<file path="src/rtl/fetch_queue_pkg.sv">
// Shared types and default sizing for the fetch queue and its storage.
`ifndef FETCH_QUEUE_DEPTH
`define FETCH_QUEUE_DEPTH 8
`endif
`ifndef FETCH_QUEUE_SKID
`define FETCH_QUEUE_SKID 2
`endif

package fetch_queue_pkg;

  localparam int PC_WIDTH     = 32;
  localparam int DATA_WIDTH   = 32;
  localparam int EXCEPT_WIDTH = 5;

  typedef logic [PC_WIDTH-1:0]     program_counter_t;
  typedef logic [DATA_WIDTH-1:0]   fetch_data_t;
  // {valid, code}; valid is the MSB
  typedef logic [EXCEPT_WIDTH-1:0] except_t;

  typedef struct packed {
    program_counter_t pc;
    fetch_data_t      data;
    except_t          except;
  } fetch_queue_entry_t;

  localparam int ENTRY_WIDTH = $bits(fetch_queue_entry_t);

  function automatic logic except_valid(input except_t e);
    return e[EXCEPT_WIDTH-1];
  endfunction

endpackage

</file>
<file path="src/rtl/fetch_queue_fifo_ram.sv">
// Entry storage: one synchronous write port, one asynchronous read port.
// No reset on the array; validity is tracked by the queue's count.
module fifo_ram #(
  parameter int DEPTH = 8,
  parameter int WIDTH = 69,
  parameter int AW    = 3
) (
  input  logic             i_clk,
  input  logic             i_we,
  input  logic [AW-1:0]    i_waddr,
  input  logic [WIDTH-1:0] i_wdata,
  input  logic [AW-1:0]    i_raddr,
  output logic [WIDTH-1:0] o_rdata
);

  logic [WIDTH-1:0] mem [DEPTH];

  // Write the accepted fetch into the tail slot
  always_ff @(posedge i_clk) begin
    if (i_we) begin
      mem[i_waddr] <= i_wdata;
    end
  end

  assign o_rdata = mem[i_raddr];

endmodule

</file>
<file path="src/rtl/fetch_queue.sv">
// Instruction queue between fetch stage 2 and decode. Generates an early
// stall with SKID slots of headroom and fences fetch after a faulting entry.
module fetch_queue
  import fetch_queue_pkg::*;
#(
  parameter int DEPTH = `FETCH_QUEUE_DEPTH,
  parameter int SKID  = `FETCH_QUEUE_SKID
) (
  input  logic             i_clk,
  input  logic             i_rst_n,
  input  logic             i_flush,
  input  logic             i_valid,
  input  program_counter_t i_pc,
  input  fetch_data_t      i_data,
  input  except_t          i_except,
  output logic             o_stall,
  output logic             o_valid,
  output program_counter_t o_pc,
  output fetch_data_t      o_data,
  output except_t          o_except,
  input  logic             i_ready,
  output logic             o_overflow
);

  localparam int PW = $clog2(DEPTH);
  localparam int CW = $clog2(DEPTH + 1);
  localparam logic [CW-1:0] DEPTH_C = CW'(DEPTH);
  localparam logic [CW-1:0] STALL_C = CW'(DEPTH - SKID);

  logic [PW-1:0] wptr_q, wptr_d;
  logic [PW-1:0] rptr_q, rptr_d;
  logic [CW-1:0] count_q, count_d;
  logic          fence_q, fence_d;

  logic               push;
  logic               pop;
  logic               fetch_live;
  fetch_queue_entry_t wr_entry;
  fetch_queue_entry_t rd_entry;

  assign o_valid = (count_q != '0);
  assign o_stall = (count_q >= STALL_C);

  // Handshake decode: fetches behind a fence or in a flush cycle never count
  always_comb begin
    fetch_live = i_valid & ~i_flush & ~fence_q;
    pop        = o_valid & i_ready;
    push       = fetch_live & ((count_q < DEPTH_C) | pop);
    o_overflow = fetch_live & (count_q == DEPTH_C) & ~pop;
  end

  // Pointer, count and fence next-state; flush overrides any push/pop
  always_comb begin
    wptr_d  = wptr_q;
    rptr_d  = rptr_q;
    count_d = count_q;
    fence_d = fence_q;
    if (i_flush) begin
      wptr_d  = '0;
      rptr_d  = '0;
      count_d = '0;
      fence_d = 1'b0;
    end else begin
      if (push) wptr_d = wptr_q + PW'(1);
      if (pop)  rptr_d = rptr_q + PW'(1);
      count_d = count_q + CW'(push) - CW'(pop);
      fence_d = fence_q | (push & except_valid(i_except));
    end
  end

  // Queue control state
  always_ff @(posedge i_clk or negedge i_rst_n) begin
    if (!i_rst_n) begin
      wptr_q  <= '0;
      rptr_q  <= '0;
      count_q <= '0;
      fence_q <= 1'b0;
    end else begin
      wptr_q  <= wptr_d;
      rptr_q  <= rptr_d;
      count_q <= count_d;
      fence_q <= fence_d;
    end
  end

  assign wr_entry.pc     = i_pc;
  assign wr_entry.data   = i_data;
  assign wr_entry.except = i_except;

  fifo_ram #(
    .DEPTH (DEPTH),
    .WIDTH (ENTRY_WIDTH),
    .AW    (PW)
  ) u_ram (
    .i_clk   (i_clk),
    .i_we    (push),
    .i_waddr (wptr_q),
    .i_wdata (wr_entry),
    .i_raddr (rptr_q),
    .o_rdata (rd_entry)
  );

  // Head fields read as zero whenever the queue is empty
  always_comb begin
    o_pc     = '0;
    o_data   = '0;
    o_except = '0;
    if (o_valid) begin
      o_pc     = rd_entry.pc;
      o_data   = rd_entry.data;
      o_except = rd_entry.except;
    end
  end

endmodule
</file>
<file path="config.mk">
export PLATFORM = sky130hd
export DESIGN_NAME = fetch_queue
export DESIGN_NICKNAME = d
export VERILOG_FILES = /design/src/rtl/fetch_queue_pkg.sv /design/src/rtl/fetch_queue_fifo_ram.sv /design/src/rtl/fetch_queue.sv
export SDC_FILE = /design/constraint.sdc
export NUM_CORES = 1
export LEC_CHECK = 0
export BUFFER_PORTS_ARGS = -buffer_cell sky130_fd_sc_hd__buf_2
export CORE_MARGIN = 1.5
export CORE_UTILIZATION = 60
export DETAILED_ROUTE_END_ITERATION = 10
export PLACE_DENSITY = 0.79
export SYNTH_ARGS = -nofsm -noshare
export SYNTH_HDL_FRONTEND = slang
export SYNTH_SLANG_ARGS = --single-unit
export TNS_END_PERCENT = 5
</file>
<file path="constraint.sdc">
create_clock -name i_clk -period 9.59 [get_ports i_clk]
set_input_delay 1.918 -clock i_clk [delete_from_list [all_inputs] [get_ports i_clk]]
set_output_delay 1.918 -clock i_clk [all_outputs]
set_load 0.005 [all_outputs]
</file>
==> flow_metrics.py <==
metrics = {
    "run_status": {
        "status": "complete, no violations",
    },
    "yosys": {
        "synthesis.nets": 968,
        "synth_cell_types": 39,
        "synth.avg_cell_area_sq_um": 24.1,
        "yosys_warnings": 0,
        "ys.flop_type": "edfxtp_1",
        "synth_xor_area_share_pct": 0.0411,
        "synth.largest_area_cell": "edfxtp_1",
        "synthAdderAreaFrac_pct": 0.622,
        "synthTopCellsByArea": "edfxtp_1, mux4_2, a22o_1",
        "netlist_top_cells_count": "edfxtp_1, mux4_2, a22o_1, clkbuf_1",
        "ys_seq_elements": 563,
        "ys_seq_area_share_pct": 79.1,
        "yosysTopAreaCellShare_pct": 77.8,
        "post-synth-top-count-cell": "edfxtp_1",
        "syn_area_sq_um": 21300,
        "synth-edff-count": 552,
        "synthSimpleGateAreaFrac_pct": 1.02,
        "synth_top_family_by_area": "multiplexers",
        "async_flop_share_pct": 1.95,
        "synth_compound_area_share_pct": 3.11,
        "synth_cells": 884,
        "synth.area.mux_share_pct": 14.8,
    },
    "placed_design": {
        "gp_congestion": 0.727,
        "placed_cell_area_sq_um": 22600,
        "dp_hpwl_microns": 21300,
        "io_buffers": 145,
        "placed_cells": 1456,
    },
    "pwr": {
        "ir_drop_mv": 0.171,
        "power.density_nw_per_um2": 248,
        "cellLeakagePower_uw": 0.00796,
    },
    "final_layout": {
        "final_area_sq_um": 24300,
        "multi_input_area_sq_um": 4240,
        "nFillCells": 2049,
        "stdcell_count": 1557,
        "nets": 1140,
        "area.sequential_sq_um": 16900,
        "syn_to_final_growth_pct": 13.9,
        "layout-drive-gt1-share_pct": 35.6,
    },
    "timing": {
        "rsz0062_at_grt": "false",
        "min_period_over_period_pct": 59.8,
        "slew_viol_final": 0,
        "hold_viol": 0,
        "fmax_mhz": 174,
        "setup_viol": 0,
        "period_minus_slack_ns": 5.74,
        "worstMarginPinSlew_ns": 1.07,
        "final.setup_skew_ns": 0.0103,
        "timing.slew.headroom_pct": 28.5,
    },
    "global_routing": {
        "grt_use_total_pct": 23.8,
        "grt_pass1_vias": 10300,
        "grt_max_degree": 109,
        "grt_overflow": 0,
        "grt_pass1_wl_microns": 63100,
        "antenna_found_initial": 6,
    },
    "critical_path": {
        "path_class": "flop to primary output",
        "required_ns": 7.67,
        "critPathArrivalTime_ns": 3.82,
        "crit_path_start_kind": "flop",
        "cp_max_fo": 57,
        "end_kind": "primary output",
    },
    "die": {
        "die-area_sq_um": 36700,
        "die_w_microns": 191,
        "io_pins": 146,
        "core_sq_um": 34800,
        "rows": 68,
        "start_util_pct": 61.3,
        "fp.dieH_microns": 191,
    },
    "clock_tree": {
        "post_cts_buffers": 0,
        "clock_latency_ns": 0.58,
        "root_buffer": "clkbuf_16",
        "cts_tree": "done",
        "htreeDepth": 2,
        "clk_pin_slew_ns": 0.06,
        "cts_buffers": 53,
        "cts_hold_buf": 0,
        "clockBufferDepth": 3,
        "post_cts_resize_count": 0,
        "cts.sinks": 563,
    },
    "hold_path": {
        "min-delay-path-class": "flop to flop",
    },
    "drt": {
        "drcViolationCount": 0,
        "vias": 9815,
        "routedWlPerCell_microns": 26.7,
        "wl_microns": 41600,
        "firstDrtPassIters": 7,
        "drt_iter0_drc": 849,
        "drtAntennaViolNets": 0,
        "via_per_inst": 6.30,
    },
    "job": {
        "cap_violations": 0,
    },
}
==> power breakdown <==
part / switching [uW] / internal, uW
Sequential: 72.7 / 2790
Clock: 852 / 1180
Combinational: 563 / 572
Total: 1490 / 4540
==> layout make-up <==
class                      instances  area share, %
clock inverter                    29           1.10
tap                              455           2.34
multi-input combinational        266           17.5
inverter                           8          0.124
antenna                            4         0.0412
timing repair buffer             164           3.63
clock buffer                      68           5.87
sequential                       563           69.4
==> layer usage <==
metal  GRT usage [%]  vias to the layer above  wire length [microns]
met2            38.5                      335                  20900
li1                -                     4169                      -
met1            33.5                     5233                  17100
met4            6.82                        6                    880
met5               0                        -                     29
met3            4.90                       72                   2640
==> per-stage QoR <==
step	hold slack, ns	total power [uW]	utilization (%)	setup slack, ns	TNS [ns]
final	0.527	6030	69.8	3.85	0
after detailed placement	0.517	4070	64.9	4.47	0
after floorplan	0.488	3680	-	-0.660	-52.01
after CTS	0.530	6100	69.8	3.83	0
after global routing	0.563	6280	69.8	3.72	0
after global placement	0.506	4050	64.9	4.47	0
==> sequential cells by signal (all words and copies together), names as in the netlist <==
name	flops
u_ram.mem	552
count_q	4
rptr_q	3
wptr_q	3
fence_q	1
==> placed cells by master, fill, tap and decap left out, types with 3 or more instances in the layout <==
| cell type | n |
|---|---|
| nor2b_1 | 4 |
| a22o_1 | 69 |
| bufinv_16 | 5 |
| buf_2 | 145 |
| a21oi_1 | 3 |
| nor2_4 | 3 |
| diode_2 | 4 |
| nor3b_2 | 3 |
| dfrtp_1 | 9 |
| nor2_1 | 5 |
| clkinv_1 | 11 |
| buf_4 | 18 |
| clkbuf_16 | 55 |
| clkbuf_1 | 13 |
| edfxtp_1 | 552 |
| nand2b_1 | 3 |
| nand2_1 | 3 |
| inv_1 | 7 |
| clkinv_2 | 10 |
| ha_1 | 9 |
| mux4_2 | 138 |
==> cell families (layout without fill, tap and decap cells) <==
group	count (synthesis)	count (layout)
flops	563	563
mux	142	142
compound gates	78	78
buf+inv	55	269
simple gates	35	35
fa+ha+maj	10	10
xor+xnor	1	1
other cells	0	4
==> worst paths after layout <==
check                      slack (ns)  cells after the start                    endpoint             startpoint
hold / removal                   0.53                      2           fence_q$_DFF_PN0_      fence_q$_DFF_PN0_
hold reg to reg                  0.53                      2           fence_q$_DFF_PN0_      fence_q$_DFF_PN0_
setup reg to reg                 6.12                      6  u_ram.mem[6][16]$_DFFE_PP_   count_q[3]$_DFF_PN0_
max in group asynchronous        8.15                      1       rptr_q[0]$_DFFE_PN0P_                i_rst_n
min in group asynchronous        1.20                      1       rptr_q[1]$_DFFE_PN0P_                i_rst_n
setup / recovery                 3.85                      5                    o_pc[24]  rptr_q[1]$_DFFE_PN0P_
==> critical path: stages, from the launching register on <==
cell and delay (ns):
dfrtp_4 0.89, buf_4 0.64, buf_4 0.73, mux4_2 0.42
a22o_1 0.28, buf_2 0.14
Note: power is estimated with default switching activity, not from simulation.
